**src/rtl/am29xx_cla_pipe.sv**
```systemverilog
// am29xx_cla_pipe -- pipelined carry-lookahead generator (Am2902-class).
// Combinational lookahead across GROUPS slice groups, results captured into a
// DEPTH-entry output FIFO with valid/ready handshake.
// Optional feature macro: CLA_CARRY_CHAIN_EN -- enables the multiprecision
// carry-chain register; without it the chain input is ignored and ci = cn.
module am29xx_cla_pipe #(
  parameter int GROUPS = 4,
  parameter int DEPTH  = 2
) (
  input  logic              clk,
  input  logic              rst_,
  input  logic              cn,
  input  logic [GROUPS-1:0] g_,
  input  logic [GROUPS-1:0] p_,
  input  logic              chain,
  input  logic              in_valid,
  output logic              in_ready,
  output logic [GROUPS-1:0] c,
  output logic              go_,
  output logic              po_,
  output logic              out_valid,
  input  logic              out_ready
);

  localparam int PW = (DEPTH > 1) ? $clog2(DEPTH) : 1;
  localparam int CW = $clog2(DEPTH + 1);
  localparam logic [PW-1:0] PTR_LAST = PW'(DEPTH - 1);
  localparam logic [CW-1:0] CNT_FULL = CW'(DEPTH);

  logic [GROUPS-1:0] mem_c  [DEPTH];
  logic              mem_go [DEPTH];
  logic              mem_po [DEPTH];
  logic [PW-1:0]     wr_ptr;
  logic [PW-1:0]     rd_ptr;
  logic [CW-1:0]     count;

  logic              ci;
  logic              k;
  logic              gen;
  logic [GROUPS-1:0] c_nxt;
  logic              go_nxt;
  logic              po_nxt;
  logic              push;
  logic              pop;

  assign in_ready  = (count != CNT_FULL);
  assign out_valid = (count != '0);
  assign push      = in_valid & in_ready;
  assign pop       = out_valid & out_ready;

`ifdef CLA_CARRY_CHAIN_EN
  logic carry_reg;

  // Remember the word carry-out of every accepted word for the next chained word.
  always_ff @(posedge clk or negedge rst_) begin
    if (!rst_) begin
      carry_reg <= 1'b0;
    end else if (push) begin
      carry_reg <= c_nxt[GROUPS-1];
    end
  end

  assign ci = chain ? carry_reg : cn;
`else
  wire unused_chain = chain;

  assign ci = cn;
`endif

  // Ripple-free lookahead: group carries from ci, plus group generate/propagate
  // which are independent of ci (generate is evaluated with a zero carry in).
  always_comb begin
    k     = ci;
    gen   = 1'b0;
    c_nxt = '0;
    for (int j = 0; j < GROUPS; j++) begin
      k        = ~g_[j] | (~p_[j] & k);
      c_nxt[j] = k;
      gen      = ~g_[j] | (~p_[j] & gen);
    end
    go_nxt = ~gen;
    po_nxt = |p_;
  end

  // Output FIFO: write at accept edge, read from head; pointers wrap at DEPTH-1.
  always_ff @(posedge clk or negedge rst_) begin
    if (!rst_) begin
      wr_ptr <= '0;
      rd_ptr <= '0;
      count  <= '0;
      for (int i = 0; i < DEPTH; i++) begin
        mem_c[i]  <= '0;
        mem_go[i] <= 1'b1;
        mem_po[i] <= 1'b1;
      end
    end else begin
      if (push) begin
        mem_c[wr_ptr]  <= c_nxt;
        mem_go[wr_ptr] <= go_nxt;
        mem_po[wr_ptr] <= po_nxt;
        wr_ptr         <= (wr_ptr == PTR_LAST) ? '0 : wr_ptr + PW'(1);
      end
      if (pop) begin
        rd_ptr <= (rd_ptr == PTR_LAST) ? '0 : rd_ptr + PW'(1);
      end
      case ({push, pop})
        2'b10:   count <= count + CW'(1);
        2'b01:   count <= count - CW'(1);
        default: count <= count;
      endcase
    end
  end

  assign c   = mem_c[rd_ptr];
  assign go_ = mem_go[rd_ptr];
  assign po_ = mem_po[rd_ptr];

endmodule
```
**config.mk**
```make
export PLATFORM = sky130hd
export DESIGN_NAME = am29xx_cla_pipe
export DESIGN_NICKNAME = d
export VERILOG_FILES = /design/src/rtl/am29xx_cla_pipe.sv
export SDC_FILE = /design/constraint.sdc
export NUM_CORES = 1
export LEC_CHECK = 0
export ABC_CLOCK_PERIOD_IN_PS = 1800
export CORE_MARGIN = 3
export CORE_UTILIZATION = 48
export CTS_BUF_LIST = sky130_fd_sc_hd__clkbuf_2
export CTS_CLUSTER_SIZE = 28
export DETAILED_ROUTE_END_ITERATION = 16
export PLACE_DENSITY = 0.8
export SLEW_MARGIN = 20
export SYNTH_ARGS = -nofsm -noshare
export SYNTH_HDL_FRONTEND = slang
export SYNTH_SLANG_ARGS = --single-unit
export TNS_END_PERCENT = 20
```
**constraint.sdc**
```tcl
create_clock -name clk -period 1.8 [get_ports clk]
set_clock_uncertainty 0.05 [all_clocks]
set_input_delay 0.18 -clock clk [delete_from_list [all_inputs] [get_ports clk]]
set_output_delay 0.18 -clock clk [all_outputs]
set_load 0.005 [all_outputs]
```
# ---- Word level (Yosys, flattened, before mapping)
# Cells that the tools add are included.
dict set report totals {
  register_bits 16
  inputBits 14
}
dict set report classes {
  n_addsub 4
  magnitude_cmp 3
  eq_ne 3
  mux 19
  n_bitwise 27
  n_reduce_logical 4
}
# operator count
set ops {}
lappend ops {{$mux W4} 4}
lappend ops {{$and A1 B1 Y1} 9}
lappend ops {{$mux W1} 9}
lappend ops {{$not A1 Y1} 9}
lappend ops {{$bwmux W8} 1}
lappend ops {{$or A1 B1 Y1} 7}
lappend ops {{$bwmux W2} 2}
lappend ops {{$demux W4 S1} 1}
lappend ops {{$ge A2 B2 Y1 const B} 2}
lappend ops {{$not A1 Y2} 2}
lappend ops {{$pmux W2 S2} 1}
lappend ops {{$reduce_bool A2 Y1} 2}
lappend ops {{$reduce_or A4 Y1} 1}
lappend ops {{$add A1 B1 Y1 const B} 2}
lappend ops {{$add A2 B1 Y2 const B} 1}
lappend ops {{$eq A2 B1 Y1 const B} 1}
lappend ops {{$eq A2 B2 Y1 const B} 1}
lappend ops {{$lt A2 B1 Y1 const B} 1}
lappend ops {{$ne A2 B2 Y1 const B} 1}
lappend ops {{$sub A2 B1 Y2 const B} 1}
lappend ops {{$demux W1 S1} 1}
lappend ops {{$logic_and A1 B1 Y1} 1}

# ---- Longest topological paths before layout
dict set report logic_depth {
  depth_word 10
  depth_mapped 6
  ltp_nobuf 6
}

# ---- Worst setup path after synthesis
# OpenSTA, ideal clock, no wires.
dict set report synth_path {
  kind {register -> register}
  start {reg count[1]}
  end {reg count[1]}
  arrival_ns 1.472
  path_slack_ns 0.199
  stages_incl_launch_ff 6
  path_buffers 0
  synth_period_minus_slack_ns 1.601
  path_cell_list {dfrtp_1 -> or2_2 -> and2_1 -> ha_1 -> nor2_1 -> xor2_1}
}
dict set report synth_between {
  elab_chain_cells 4
  elab_cells_between_ends 10
  cone_classes {2 x add/sub; 3 x eq/ne; 1 x mux; 2 x bitwise; 2 x reduce/logical}
}
# item line_no
set synth_rtl {}
lappend synth_rtl {{start: declaration} 35} ;# logic [CW-1:0] count;
lappend synth_rtl {{start signal: assignment} 107} ;# 2'b10: count <= count + CW'(1);
lappend synth_rtl {{start signal: assignment} 108} ;# 2'b01: count <= count - CW'(1);
lappend synth_rtl {{start signal: assignment} 109} ;# default: count <= count;
lappend synth_rtl {{$reduce_bool A2 Y1 *} 47} ;# assign out_valid = (count != '0);
lappend synth_rtl {{via out_valid} 21} ;# output logic out_valid,
lappend synth_rtl {{$and A1 B1 Y1 *} 49} ;# assign pop = out_valid & out_ready;
lappend synth_rtl {{via pop} 44} ;# logic pop;
lappend synth_rtl {{$eq A2 B1 Y1 or $eq A2 B2 Y1 (tied branches)} 106} ;# case ({push, pop})
lappend synth_rtl {{$pmux W2 S2 or $reduce_bool A2 Y1 (tied branches)} -}
# The timed path passes the listed nets; every way through them passes the cells marked *.
# A chain may end at the register's enable or synchronous reset.

# ---- Final worst setup path
dict set report layout_path {
  start {reg count[1]}
  end {out out_valid}
}
dict set report layout_between {
  elab_chain_cells 1
}
# item line_no
set layout_rtl {}
lappend layout_rtl {{$reduce_bool A2 Y1} 47}
lappend layout_rtl {{end: declaration} 21}
# Every way passes these cells.

==> run_results.csv <==
group,metric,value,unit
synthesis,synth.avg_cell_area,10.76,sq um
route,drt-wirelength-per-cell,13.65,um
power_and_ir_drop,p_sw,552.2,uW
critical_path,crit_path_max_fanout,3,
place,portBuffers,20,
power_and_ir_drop,power.switching_fraction,32.80,%
clock_tree,postCtsHoldBufs,0,
status,status,"completed",
clock_tree,h-tree-depth,1,
place,hpwl,1227,um
synthesis,synth_top_family_by_area,"simple AND/OR/NAND/NOR gates",
floorplanning,core,0.001541,sq mm
critical_path,reg2reg_depth,5,
sta,fin_crit_sh,95.88,%
synthesis,synthSimpleGateAreaFrac,16.90,%
grt,busiest_layer,"met2",
sta,max_slew_margin,75.41,%
sta,fmax,579.4,MHz
synthesis,synth_mux_area_share,12.09,%
synthesis,yosysWarnings,0,
power_and_ir_drop,p_clk_share,9.6,%
synthesis,syn_inst,75,
critical_path,start_kind,"flop",
finish,area_growth,31.16,%
sta,postLayoutSetupSlackWorst,0.07410,ns
power_and_ir_drop,intPower,1132,uW
critical_path,setup.worst_path.class,"reg -> out",
route,num_vias,623,
sta,finalHoldViolations,0,
grt,track_usage,16.35,%
grt,grt_pass1_vias,603,
route,first_pass_iters,4,
critical_path,slowest_delay,0.46,ns
sta,hold_slack,0.1301,ns
route,wirelength,1597,um
sta,fin_tns_setup,0,ns
clock_tree,clkSinkCount,16,
critical_path,critPathCaptureType,"primary output",
clock_tree,clkTransAtPathRegs,0.15,ns
sta,post-route-min-period,1.726,ns
critical_path,path_buf_inv,1,
sta,final_max_slew_viol_count,0,
power_and_ir_drop,power_density,1591,mW/mm^2
finish,regArea,406.6,sq um
synthesis,synth.area.top_cells,"dfrtp_1, dfstp_2, mux2_2",
clock_tree,cts_buffer_depth,2,
clock_tree,cts_tree,"yes",
route,drc_errors,0,
sta,finalSetupViolCount,0,
sta,worstMarginPinSlew,0.3654,ns
route,dr.first_iter.drc_count,12,
synthesis,ys_types,26,
floorplanning,ios,22,
critical_path,reg2reg_slack,0.11,ns
grt,overflow,0,
grt,grt_use_met3,4.598,%
grt,antenna_found_initial,0,
grt,grt_pass1_wl,2580,um
floorplanning,start_util,52.35,%
critical_path,reg2reg_from,"count[1]$_DFFE_PN0P_",
finish,nFillCells,125,
power_and_ir_drop,p_seq_share,41.7,%
grt,met2_usage,27.64,%
hold_path,hold_path_class,"in -> async",
synthesis,synth_fp_nets,90,
power_and_ir_drop,power,1684,uW
power_and_ir_drop,ir_drop,0.0009185,V
floorplanning,die_h,47.01,um
clock_tree,cts-root-buf,"clkbuf_2",
floorplanning,fp.dieW,47.01,um
finish,layout.nets,117,
route,routed_via_density,5.325,
critical_path,crit_chain,"or2_2 -> clkdlybuf4s50_1",
finish,drive_above_1_share,23.76,%
synthesis,synth_largest_area_cell,"dfrtp_1",
synthesis,synth_area,807.0,sq um
finish,diodes,0,
critical_path,crit_slowest_cell,"dfrtp_1",
critical_path,worstPathRequired,1.57,ns
floorplanning,rows,14,
critical_path,critPathTopFamily,"flip-flops",
synthesis,ys_ff_latch,16,
grt,use_met1,20.19,%
sta,rsz0062_at_grt,"false",
power_and_ir_drop,p_leak,0.0004694,uW
run,maxCapViolCount,0,
synthesis,synthXorXnorAreaFrac,4.341,%
critical_path,arrival,1.50,ns
place,pre_cts_slack,0.1315,ns
synthesis,synth-compound-area-share,11.63,%
finish,multi_input_area,375.4,sq um
clock_tree,cts_buffers,3,
grt,grt_max_degree,17,
critical_path,r2r_end,"count[1]$_DFFE_PN0P_",
synthesis,ys_seq_area_share,50.23,%
synthesis,synth_top_area_share,37.21,%
clock_tree,clock_latency,0.28,ns
floorplanning,die_area,0.002209,sq mm
power_and_ir_drop,pwr-share-comb,48.7,%
synthesis,synthAdderAreaFrac,1.550,%
route,ant_nets,0,
place,place_congestion,0.7513,
## power groups by stage
stage | clock, uW | sequential [uW] | combinational [uW]
floorplan | 0 | 655 | 535
global placement | 0 | 705 | 785
detailed placement | 0 | 718 | 807
CTS | 167 | 712 | 767
global route | 179 | 722 | 914
finish | 161 | 702 | 820
## metal layers
metal / up-vias / share of wire, %
met5: - / 0
met4: 0 / 0
met3: 0 / 2.4
met2: 9 / 54
met1: 298 / 43
li1: 316 / -
## final cells by class
cell class | count | share of cell area (%)
sequential | 16 | 38.42
timing repair buffer | 25 | 22.46
multi-input combinational | 56 | 35.46
tap | 16 | 1.891
clock buffer | 3 | 1.418
clock inverter | 1 | 0.3546
## repair_timing
| action | 4_1_cts | 5_1_grt |
|---|---|---|
| setup buffers | 0 | 4 |
| endpoints found under the setup margin | 6 | 2 |
| resized for setup | 5 | 2 |
## placed cells by master (no fill, tap or decap), types with 2 or more instances in the layout
cell type | synthesis | routed
a21oi_1 | 3 | 3
nor2b_1 | 2 | 2
nor2_1 | 3 | 3
mux2_4 | 2 | 2
buf_4 | 0 | 5
clkdlybuf4s50_1 | 0 | 14
dlygate4sd2_1 | 0 | 4
dfrtp_1 | 12 | 11
clkbuf_2 | 0 | 3
a31oi_1 | 2 | 2
mux2_2 | 6 | 6
o21ai_0 | 8 | 8
xnor2_1 | 2 | 2
dlymetal6s2s_1 | 0 | 2
dfstp_2 | 4 | 4
xor2_1 | 2 | 2
nand2_1 | 14 | 14
## logic make-up after synthesis
family / Yosys count
simple gates: 27
compound gates: 16
flops: 16
mux: 8
xor+xnor: 4
buf+inv: 3
fa+ha+maj: 1
## per-stage QoR
step,utilization (%),std cells,instance area (sq um)
3_3_place_gp,65.42,109,1008
4_1_cts,66.40,113,1023
6_report,68.67,117,1059
3_5_place_dp,65.42,109,1008
5_1_grt,68.67,117,1059
2_1_floorplan,-,75,807.0
## Yosys cell counts (all sizes together)
library cell and instances:
nand2 14, dfrtp 12, mux2 8, o21ai 8
dfstp 4, a21oi 3, nor2 3, a31oi 2
buf 2, nor2b 2, o22a 2, xnor2 2
xor2 2, and2 1, and3 1, and3b 1
clkbuf 1, ha 1, nand2b 1, nand3 1
nand3b 1, nor4 1, o211ai 1, or2 1
## how the worst max path moves through the flow
stage                    startpoint  slack, ns                   end  cells past startpoint
3_5_place_dp   count[1]$_DFFE_PN0P_       0.13  count[1]$_DFFE_PN0P_                      5
6_report       count[1]$_DFFE_PN0P_       0.07             out_valid                      2
2_1_floorplan  count[1]$_DFFE_PN0P_       0.20  count[1]$_DFFE_PN0P_                      5
4_1_cts          rd_ptr$_DFFE_PN0P_      -0.03                   po_                      2
5_1_grt        count[1]$_DFFE_PN0P_      0.004             out_valid                      2
3_3_place_gp   count[1]$_DFFE_PN0P_       0.17  count[1]$_DFFE_PN0P_                      5
## registers in the layout, summed over array words and instances (netlist names)
signal and cells:
wr_ptr 1, mem_c 8, mem_go 2, count 2
rd_ptr 1, mem_po 2
## worst reg2reg max path, cell delays in order (launching register included)
cell and delay (ns):
dfrtp_1 0.46, or2_2 0.31, and2_1 0.19, ha_1 0.32
nor2_1 0.15, xor2_1 0.16
Power figures use the tool's default switching activity.
